<file path="src/rtl/ro_sensor_pkg.sv">
// Shared types for the RO sensor array: sequencer state, mux select width and
// the {index, count} record handed to the logger.
package ro_sensor_pkg;
  localparam int SEL_W     = 11;
  localparam int REC_CNT_W = 32;

  typedef enum logic [1:0] {IDLE, SETTLE, MEASURE, OUTPUT} ro_state_e;

  typedef struct packed {
    logic [SEL_W-1:0]     idx;
    logic [REC_CNT_W-1:0] count;
  } ro_rec_t;

  function automatic int max2(input int a, input int b);
    return (a > b) ? a : b;
  endfunction
endpackage

</file>
<file path="src/rtl/ro_edge_sync.sv">
// Brings the asynchronous RO mux output into the clk domain and emits a
// one-cycle pulse per rising edge.
module ro_edge_sync (
  input  logic i_clk,
  input  logic i_rst,
  input  logic i_async,
  output logic o_rise
);
  logic [2:0] r_sync;

  always_ff @(posedge i_clk or posedge i_rst) begin
    if (i_rst) r_sync <= '0;
    else       r_sync <= {r_sync[1:0], i_async};
  end

  assign o_rise = r_sync[1] & ~r_sync[2];
endmodule

</file>
<file path="src/rtl/ro_scan_sequencer.sv">
// Sweeps the ring oscillators one at a time: enable, settle, count edges over a
// fixed window, then hand off an {index, count} record over valid/ready.
module ro_scan_sequencer
  import ro_sensor_pkg::*;
#(
  parameter int NWAY       = 5,
  parameter int CNT_W      = 32,
  parameter int SETTLE_CYC = 16,
  parameter int WINDOW_CYC = 1024
) (
  input  logic              clk,
  input  logic              rst,
  input  logic              start,
  input  logic              continuous,
  output logic [NWAY-1:0]   ro_en,
  output logic [SEL_W-1:0]  select,
  input  logic              ro_selected,
  output logic              busy,
  output logic [SEL_W-1:0]  rec_idx,
  output logic [CNT_W-1:0]  rec_count,
  output logic              rec_valid,
  input  logic              rec_ready
);
  localparam int IW = (NWAY > 1) ? $clog2(NWAY) : 1;
  localparam int TW = $clog2(max2(SETTLE_CYC, WINDOW_CYC)) + 1;
  localparam logic [TW-1:0] SETTLE_LAST = TW'(SETTLE_CYC - 1);
  localparam logic [TW-1:0] WINDOW_LAST = TW'(WINDOW_CYC - 1);
  localparam logic [IW-1:0] IDX_LAST    = IW'(NWAY - 1);

  ro_state_e        r_state, w_state_nxt;
  logic [IW-1:0]    r_idx;
  logic             r_ro_on, r_busy, r_rec_valid;
  logic [TW-1:0]    r_tmr;
  logic [CNT_W-1:0] r_edges, w_edges_nxt, r_rec_count;
  logic [SEL_W-1:0] r_rec_idx;
  logic             w_rise;
  logic             w_accept, w_settle_done, w_window_done, w_advance, w_wrap, w_finish;

  ro_edge_sync u_sync (
    .i_clk  (clk),
    .i_rst  (rst),
    .i_async(ro_selected),
    .o_rise (w_rise)
  );

  always_ff @(posedge clk or posedge rst) begin
    if (rst) r_state <= IDLE;
    else     r_state <= w_state_nxt;
  end

  always_comb begin
    w_state_nxt   = r_state;
    w_accept      = 1'b0;
    w_settle_done = 1'b0;
    w_window_done = 1'b0;
    w_advance     = 1'b0;
    w_wrap        = 1'b0;
    w_finish      = 1'b0;
    case (r_state)
      IDLE: if (start) begin
        w_accept    = 1'b1;
        w_state_nxt = SETTLE;
      end
      SETTLE: if (r_tmr == SETTLE_LAST) begin
        w_settle_done = 1'b1;
        w_state_nxt   = MEASURE;
      end
      MEASURE: if (r_tmr == WINDOW_LAST) begin
        w_window_done = 1'b1;
        w_state_nxt   = OUTPUT;
      end
      OUTPUT: if (rec_ready) begin
        if (r_idx != IDX_LAST) begin
          w_advance   = 1'b1;
          w_state_nxt = SETTLE;
        end else if (continuous) begin
          w_wrap      = 1'b1;
          w_state_nxt = SETTLE;
        end else begin
          w_finish    = 1'b1;
          w_state_nxt = IDLE;
        end
      end
      default: w_state_nxt = IDLE;
    endcase
  end

  // Saturating so a fast RO or a narrow counter pins at all-ones instead of wrapping.
  assign w_edges_nxt = (w_rise && (r_edges != {CNT_W{1'b1}})) ? r_edges + CNT_W'(1) : r_edges;

  always_ff @(posedge clk or posedge rst) begin
    if (rst) begin
      r_idx       <= '0;
      r_ro_on     <= 1'b0;
      r_busy      <= 1'b0;
      r_rec_valid <= 1'b0;
      r_tmr       <= '0;
      r_edges     <= '0;
      r_rec_idx   <= '0;
      r_rec_count <= '0;
    end else begin
      if ((r_state == SETTLE || r_state == MEASURE) && !w_settle_done && !w_window_done)
        r_tmr <= r_tmr + TW'(1);
      else
        r_tmr <= '0;

      if (w_settle_done)           r_edges <= '0;
      else if (r_state == MEASURE) r_edges <= w_edges_nxt;

      if (w_accept) begin
        r_idx   <= '0;
        r_ro_on <= 1'b1;
        r_busy  <= 1'b1;
      end
      // RO is switched off while the record waits, so it cools and stops coupling.
      if (w_window_done) begin
        r_ro_on     <= 1'b0;
        r_rec_valid <= 1'b1;
        r_rec_idx   <= SEL_W'(r_idx);
        r_rec_count <= w_edges_nxt;
      end
      if (w_advance) begin
        r_idx       <= r_idx + IW'(1);
        r_ro_on     <= 1'b1;
        r_rec_valid <= 1'b0;
      end
      if (w_wrap) begin
        r_idx       <= '0;
        r_ro_on     <= 1'b1;
        r_rec_valid <= 1'b0;
      end
      if (w_finish) begin
        r_idx       <= '0;
        r_busy      <= 1'b0;
        r_rec_valid <= 1'b0;
      end
    end
  end

  assign ro_en     = r_ro_on ? (NWAY'(1) << r_idx) : '0;
  assign select    = SEL_W'(r_idx);
  assign busy      = r_busy;
  assign rec_valid = r_rec_valid;
  assign rec_idx   = r_rec_idx;
  assign rec_count = r_rec_count;
endmodule

</file>
<file path="config.mk">
export PLATFORM = sky130hd
export DESIGN_NAME = ro_scan_sequencer
export DESIGN_NICKNAME = d
export VERILOG_FILES = /design/src/rtl/ro_sensor_pkg.sv /design/src/rtl/ro_edge_sync.sv /design/src/rtl/ro_scan_sequencer.sv
export SDC_FILE = /design/constraint.sdc
export NUM_CORES = 1
export LEC_CHECK = 0
export BUFFER_PORTS_ARGS = -buffer_cell sky130_fd_sc_hd__buf_4
export CELL_PAD_IN_SITES_DETAIL_PLACEMENT = 0
export CELL_PAD_IN_SITES_GLOBAL_PLACEMENT = 1
export CORE_ASPECT_RATIO = 1.4
export CORE_MARGIN = 2
export CORE_UTILIZATION = 45
export CTS_BUF_LIST = sky130_fd_sc_hd__clkbuf_8
export DETAILED_ROUTE_END_ITERATION = 7
export MAX_ROUTING_LAYER = met4
export PLACE_DENSITY = 0.81
export SLEW_MARGIN = 0
export SYNTH_ARGS = -nofsm -noshare
export SYNTH_HDL_FRONTEND = slang
export SYNTH_SLANG_ARGS = --single-unit
</file>
<file path="constraint.sdc">
create_clock -name clk -period 4.4 [get_ports clk]
set_clock_uncertainty 0.05 [all_clocks]
set_input_delay 0.88 -clock clk [delete_from_list [all_inputs] [get_ports clk]]
set_output_delay 0.88 -clock clk [all_outputs]
set_load 0.05 [all_outputs]
</file>
# --- Yosys cells after proc, flatten, opt, wreduce, memory -nomap -nowiden ---
# Cells that the tools add are included.
word_totals:
  ff_bits: 89
  latchBits: 0
  ramBits: 0
  romBits: 0
  output_inout_bits: 61
  n_memories: 0
op_classes:
  n_addsub: 3
  mul: 0
  div: 0
  order_cmp: 0
  n_eq_ne: 11
  shifts: 1
  n_mux: 42
  n_bitwise: 2
  n_reduce_logical: 13
op_table:
  columns: ["cell", "count"]
  rows:
  - ["32-bit 2-to-1 mux", 3]
  - ["32-bit by 1-bit adder with 32-bit output, second input constant", 1]
  - ["32-bit != test, second input constant", 1]
  - ["1-bit 2-to-1 mux", 28]
  - ["3-bit 2-to-1 mux", 4]
  - ["4-bit nonzero test", 3]
  - ["11-bit by 1-bit adder with 11-bit output, second input constant", 1]
  - ["11-bit by 10-bit == test with 1-bit output, second input constant", 1]
  - ["11-bit by 4-bit == test with 1-bit output, second input constant", 1]
  - ["11-bit 2-to-1 mux", 1]
  - ["2-bit 2-to-1 mux", 4]
  - ["2-bit != test, second input constant", 4]
  - ["2-bit case mux with 4 select lines", 1]
  - ["5-bit 2-to-1 mux", 1]
  - ["1-bit by 3-bit left shift with 5-bit output, first input constant", 1]
  - ["2-bit == test, second input constant", 2]
  - ["4-bit AND reduction", 1]
  - ["2-bit nonzero test", 2]
  - ["3-bit by 1-bit adder with 3-bit output, second input constant", 1]
  - ["1-bit logical AND", 3]
  - ["3-bit != test, second input constant", 1]
  - ["2-bit by 1-bit == test with 1-bit output, second input constant", 1]
  - ["1-bit logical NOT", 2]
  - ["2-bit logical NOT", 1]
  - ["3 further kinds", 3]

# --- Depth between registers and ports, before layout ---
depth:
  word_depth: 7
  depth_mapped: 9

# --- Cells and area by module ---
# From an unflattened synthesis, not the netlist that was laid out.
hier_totals:
  hier_cells: 550
  hier_area_um2: 5114.9
modules_own_cells:
  columns: ["mod", "instances", "cells_each", "area_per_inst_um2", "seq_area_each_um2"]
  rows:
  - ["ro_scan_sequencer", 1, 545, 5022.3, 2152.1]
  - ["ro_edge_sync", 1, 5, 92.6, 75.1]

# --- Worst setup path before layout ---
# No wires, ideal clock.
synth_timing:
  path_kind: "flip-flop to output port"
  start: "register r_idx[0]"
  end: "output ro_en[3]"
  t_arrival_ps: 1444
  required_ps: 3470
  slack_ps: 2026
  path_stages_with_launch: 4
  cell_sequence: "dfrtp_1 ha_1 ha_1 and2_1"
synth_via:
  elab_chain_cells: 2
synth_rtl:
  columns: ["element", "line", "source"]
  rows:
  - ["from (decl)", "ro_scan_sequencer.sv:31", "logic [IW-1:0] r_idx;"]
  - ["from (signal assigned)", "ro_scan_sequencer.sv:123", "r_idx <= r_idx + IW'(1);"]
  - ["1-bit by 3-bit left shift with 5-bit output", "ro_scan_sequencer.sv:140", "assign ro_en = r_ro_on ? (NWAY'(1) << r_idx) : '0;"]
  - ["5-bit 2-to-1 mux", "ro_scan_sequencer.sv:140", null]
  - ["to (decl)", "ro_scan_sequencer.sv:15", "output logic [NWAY-1:0] ro_en,"]
# No other way between the ends.

# --- Final worst setup path ---
layout_timing:
  start: "register r_edges[19]"
  end: "register r_rec_count[21] (netlist: rec_count[21])"
layout_via:
  elab_chain_cells: 3
  word_cells_on_any_way: 4
  cone_classes: "add/sub (1); eq/ne (1); mux (1); reduce/logical (1)"
layout_rtl:
  columns: ["element", "line", "source"]
  rows:
  - ["from (decl)", "ro_scan_sequencer.sv:34", "logic [CNT_W-1:0] r_edges, w_edges_nxt, r_rec_count;"]
  - ["from (signal assigned)", "ro_scan_sequencer.sv:108", "else if (r_state == MEASURE) r_edges <= w_edges_nxt;"]
  - ["parallel branches: the longest is 2 deep, another holds 32-bit by 1-bit adder with 32-bit output", null, null]
  - ["32-bit 2-to-1 mux (*)", "ro_scan_sequencer.sv:89", "assign w_edges_nxt = (w_rise && (r_edges != {CNT_W{1'b1}})) ? r_edges + CNT_W'(1) : r_edges;"]
  - ["to (signal assigned)", "ro_scan_sequencer.sv:120", "r_rec_count <= w_edges_nxt;"]
  - ["to (decl)", "ro_scan_sequencer.sv:34", null]
# Every way passes the cells marked *.
# A chain may end at the register's enable or synchronous reset.

==> impl_results.md <==
* CP bufs+invs at 1
* Seq cells post-synth at 89
* Worst-skew pair later-pin latency at between 300 and 400 ps
* Row cnt at 46
* Max clock buf depth at 2
* Number of fill cells at about 1100
* Critical path class: reg2reg
* Routed vias at 4270
* Core Area at between 10000 and 15000 um^2
* Max Clk Rate at roughly 0.35 GHz
* Least-Margin Pin Slew at 1050 ps
* Yosys synthesis warning count at 0
* DP Wirelength at 8870 um
* Crit-path slowest cell: nor3_2
* Drt via density at between 5 and 6
* Total GRT Usage at between 20% and 30%
* Largest family of logic cells by synthesized area: simple AND/OR/NAND/NOR gates
* Unrepaired setup endpoints after global routing: false
* Rel. slew slack at 29.6%
* Arrival time worst endpoint at 3070 ps
* Detailed Route WL at between 10000 and 15000 um
* Slowest stage delay, CP at roughly 900 ps
* Proportion of layout cells with a drive suffix above 1 at ~15%
* Synth Flop Type: dfrtp_1
* Post-cts resize count at 0
* Area grow syn2layout at 11.4%
* Sequential cell area at roughly 2200 um^2
* Status: finished, final reports clean
* Crit path cell chain: nand4_1, or3_1, nor3_2, buf_4, or4_1, nand3_1
* Die width at ~94 um
* WP data required at 4590 ps
* Cell Pwr Density at approximately 360 nW/um^2
* Total grt overflow at 0
* Complex-gate fraction of the synthesized area at 14.8%
* Routed wire per std cell at 16.7 um
* CTS H-tree lvls at 3
* Simple-gate share of the synthesized area at 27.6%
* Worst setup EP type: flip-flop
* Pins Over Slew Limit at 0
* Worst-path maximum fanout at 19
* Drt drc at 0
* I/O Buffers at 50
* Drt initial violations at 217
* Final min period at 2880 ps
* Synth cell types at between 50 and 60
* Most common cell after layout, fill and taps aside: dfrtp_1
* Area of the multi-input gates at roughly 2600 um^2
* Max-cap violations at 0
* Number of detailed-route iterations in the first pass at 4
* CTS tree: done
* Final setup vio count at 0
* Mapped Area at between 5000 and 6000 um^2
* Hold WC Path Type: reg2reg
* Mean area per synthesized cell at 9.13 um^2
* XOR/XNOR share of the synthesized area at around 3.4%
* Maximum vdd drop at roughly 0.00039 V
* Final hold vios at 0
* EDFF count, synth at 0
* Synth Instances at 559
* Post-Synth Adder-Cell Area at 2.94%
* Die H at 130 um
* Initial antenna violation count at 0
* Fin nets at 610
* Setup tns final at 0 ps
* Clock Tree Root: clkbuf_8
* Top delay family on crit path: simple AND/OR/NAND/NOR gates
* Setup crit start kind: flip-flop
* CTS clk-pin slew, worst paths at 80 ps
* Vias in the first global route at 4136
* Hold Slack at 302 ps
* Starting Density at ~46%
* Die Area at 12200 um^2
* Top Ports at 67
* CTS Hold Buffers Added at 0
* Lkg Pwr at 2.47 nW
* Post-synthesis mux area share at 0.785%
* Largest net degree at the start of global routing at 40
* First-pass GRT wire length at 20800 um
* Placed cells at between 700 and 800
* Post-Layout Cell Count at 740
* CTS Sinks at 89
* Placer Congestion at 0.859
* Diode count at 0
* Seq/Total Area, Yosys at between 40% and 50%
* Final ANT Viol Nets at 0
* Tcrit/Tclk final at 65.4%
* Post-CTS Setup Bufs at 0
* Num CTS Buffers at 9
* Ys async rst share at 100%
* Most frequent cells in the layout: dfrtp_1 (89), nand2_1 (58), buf_4 (57), o21ai_0 (44), a21oi_1 (34)
flip-flops by register name (all words and copies together) (netlist names):
name / flops
r_edges: 32
rec_count: 32
r_state: 2
rec_valid: 1
u_sync.r_sync: 3
r_ro_on: 1
r_tmr: 11
r_idx: 3
rec_idx: 3
busy: 1
per-layer routing:
metal  track usage, %  vias to the layer above  part of all wire [%]
li1                 -                     2089                     -
met1             25.9                     2088                    41
met2             38.5                       79                    54
met3             4.21                       14                   3.4
met4             7.16                        0                   1.6
met5                -                        -                     0
worst register-to-register path, stage by stage, from the launching register on:
cell	delay, ps
dfrtp_1	490
nand4_1	250
or3_1	520
nor3_2	900
buf_4	330
or4_1	140
nand3_1	70
path summary, 6_finish.rpt:
kind | slack [ps] | cells after the start | startpoint | endpoint
min in group asynchronous | 550 | 2 | rst | rec_count[23]
setup reg to reg | 1520 | 6 | r_edges[19] | rec_count[21]
hold / removal | 300 | 0 | u_sync.r_sync[0] | u_sync.r_sync[1]
setup / recovery | 1520 | 6 | r_edges[19] | rec_count[21]
hold reg to reg | 300 | 0 | u_sync.r_sync[0] | u_sync.r_sync[1]
max in group asynchronous | 2880 | 3 | rst | rec_count[28]
stage by stage:
stage                     setup slack [ps]  instance area (um^2)  power [mW]  util [%]
after floorplan                       1160                  5160        1.36         -
after global placement                1640                  5490        1.48      49.2
after detailed placement              1530                  5490        1.49      49.2
after CTS                             1510                  5690        2.07      50.9
after global routing                  1240                  5690        2.16      50.9
final                                 1520                  5690        2.04      50.9
Yosys cell counts, types with 5 or more instances:
library cell	instances	area, um^2
a31oi_1	8	50.1
and3_1	11	68.8
or3_1	24	150
a21oi_1	34	170
o211ai_1	18	135
nor3_1	5	25.0
and4_1	5	43.8
nand3_1	30	150
ha_1	12	150
nand4_1	21	131
o21ai_0	44	220
nor2_1	26	97.6
nor4_1	5	31.3
nand2_1	58	218
xnor2_1	13	114
clkbuf_1	17	63.8
or4_1	22	165
buf_2	7	35.0
dfrtp_1	89	2230
o31ai_1	9	67.6
buf_4	19	143
inv_1	14	52.6
xor2_1	7	61.3
and2_1	10	62.6
power by group:
part | internal (mW) | switching (mW)
clock | 0.287 | 0.286
sequential | 0.862 | 0.0504
combinational | 0.160 | 0.399
logic make-up after synthesis:
group	after synthesis
simple gates	244
compound gates	125
flops	89
buf+inv	64
xor+xnor	20
fa+ha+maj	12
mux	4
other cells	1
cell type report:
cell class | count | area share, %
Multi-Input combinational cell | 421 | 45.7
Sequential cell | 89 | 39.2
Timing Repair Buffer | 57 | 7.53
Tap cell | 144 | 3.17
Clock buffer | 11 | 2.66
Inverter | 14 | 0.946
Clock inverter | 4 | 0.792
No activity file was read; power rests on OpenSTA's default activity.
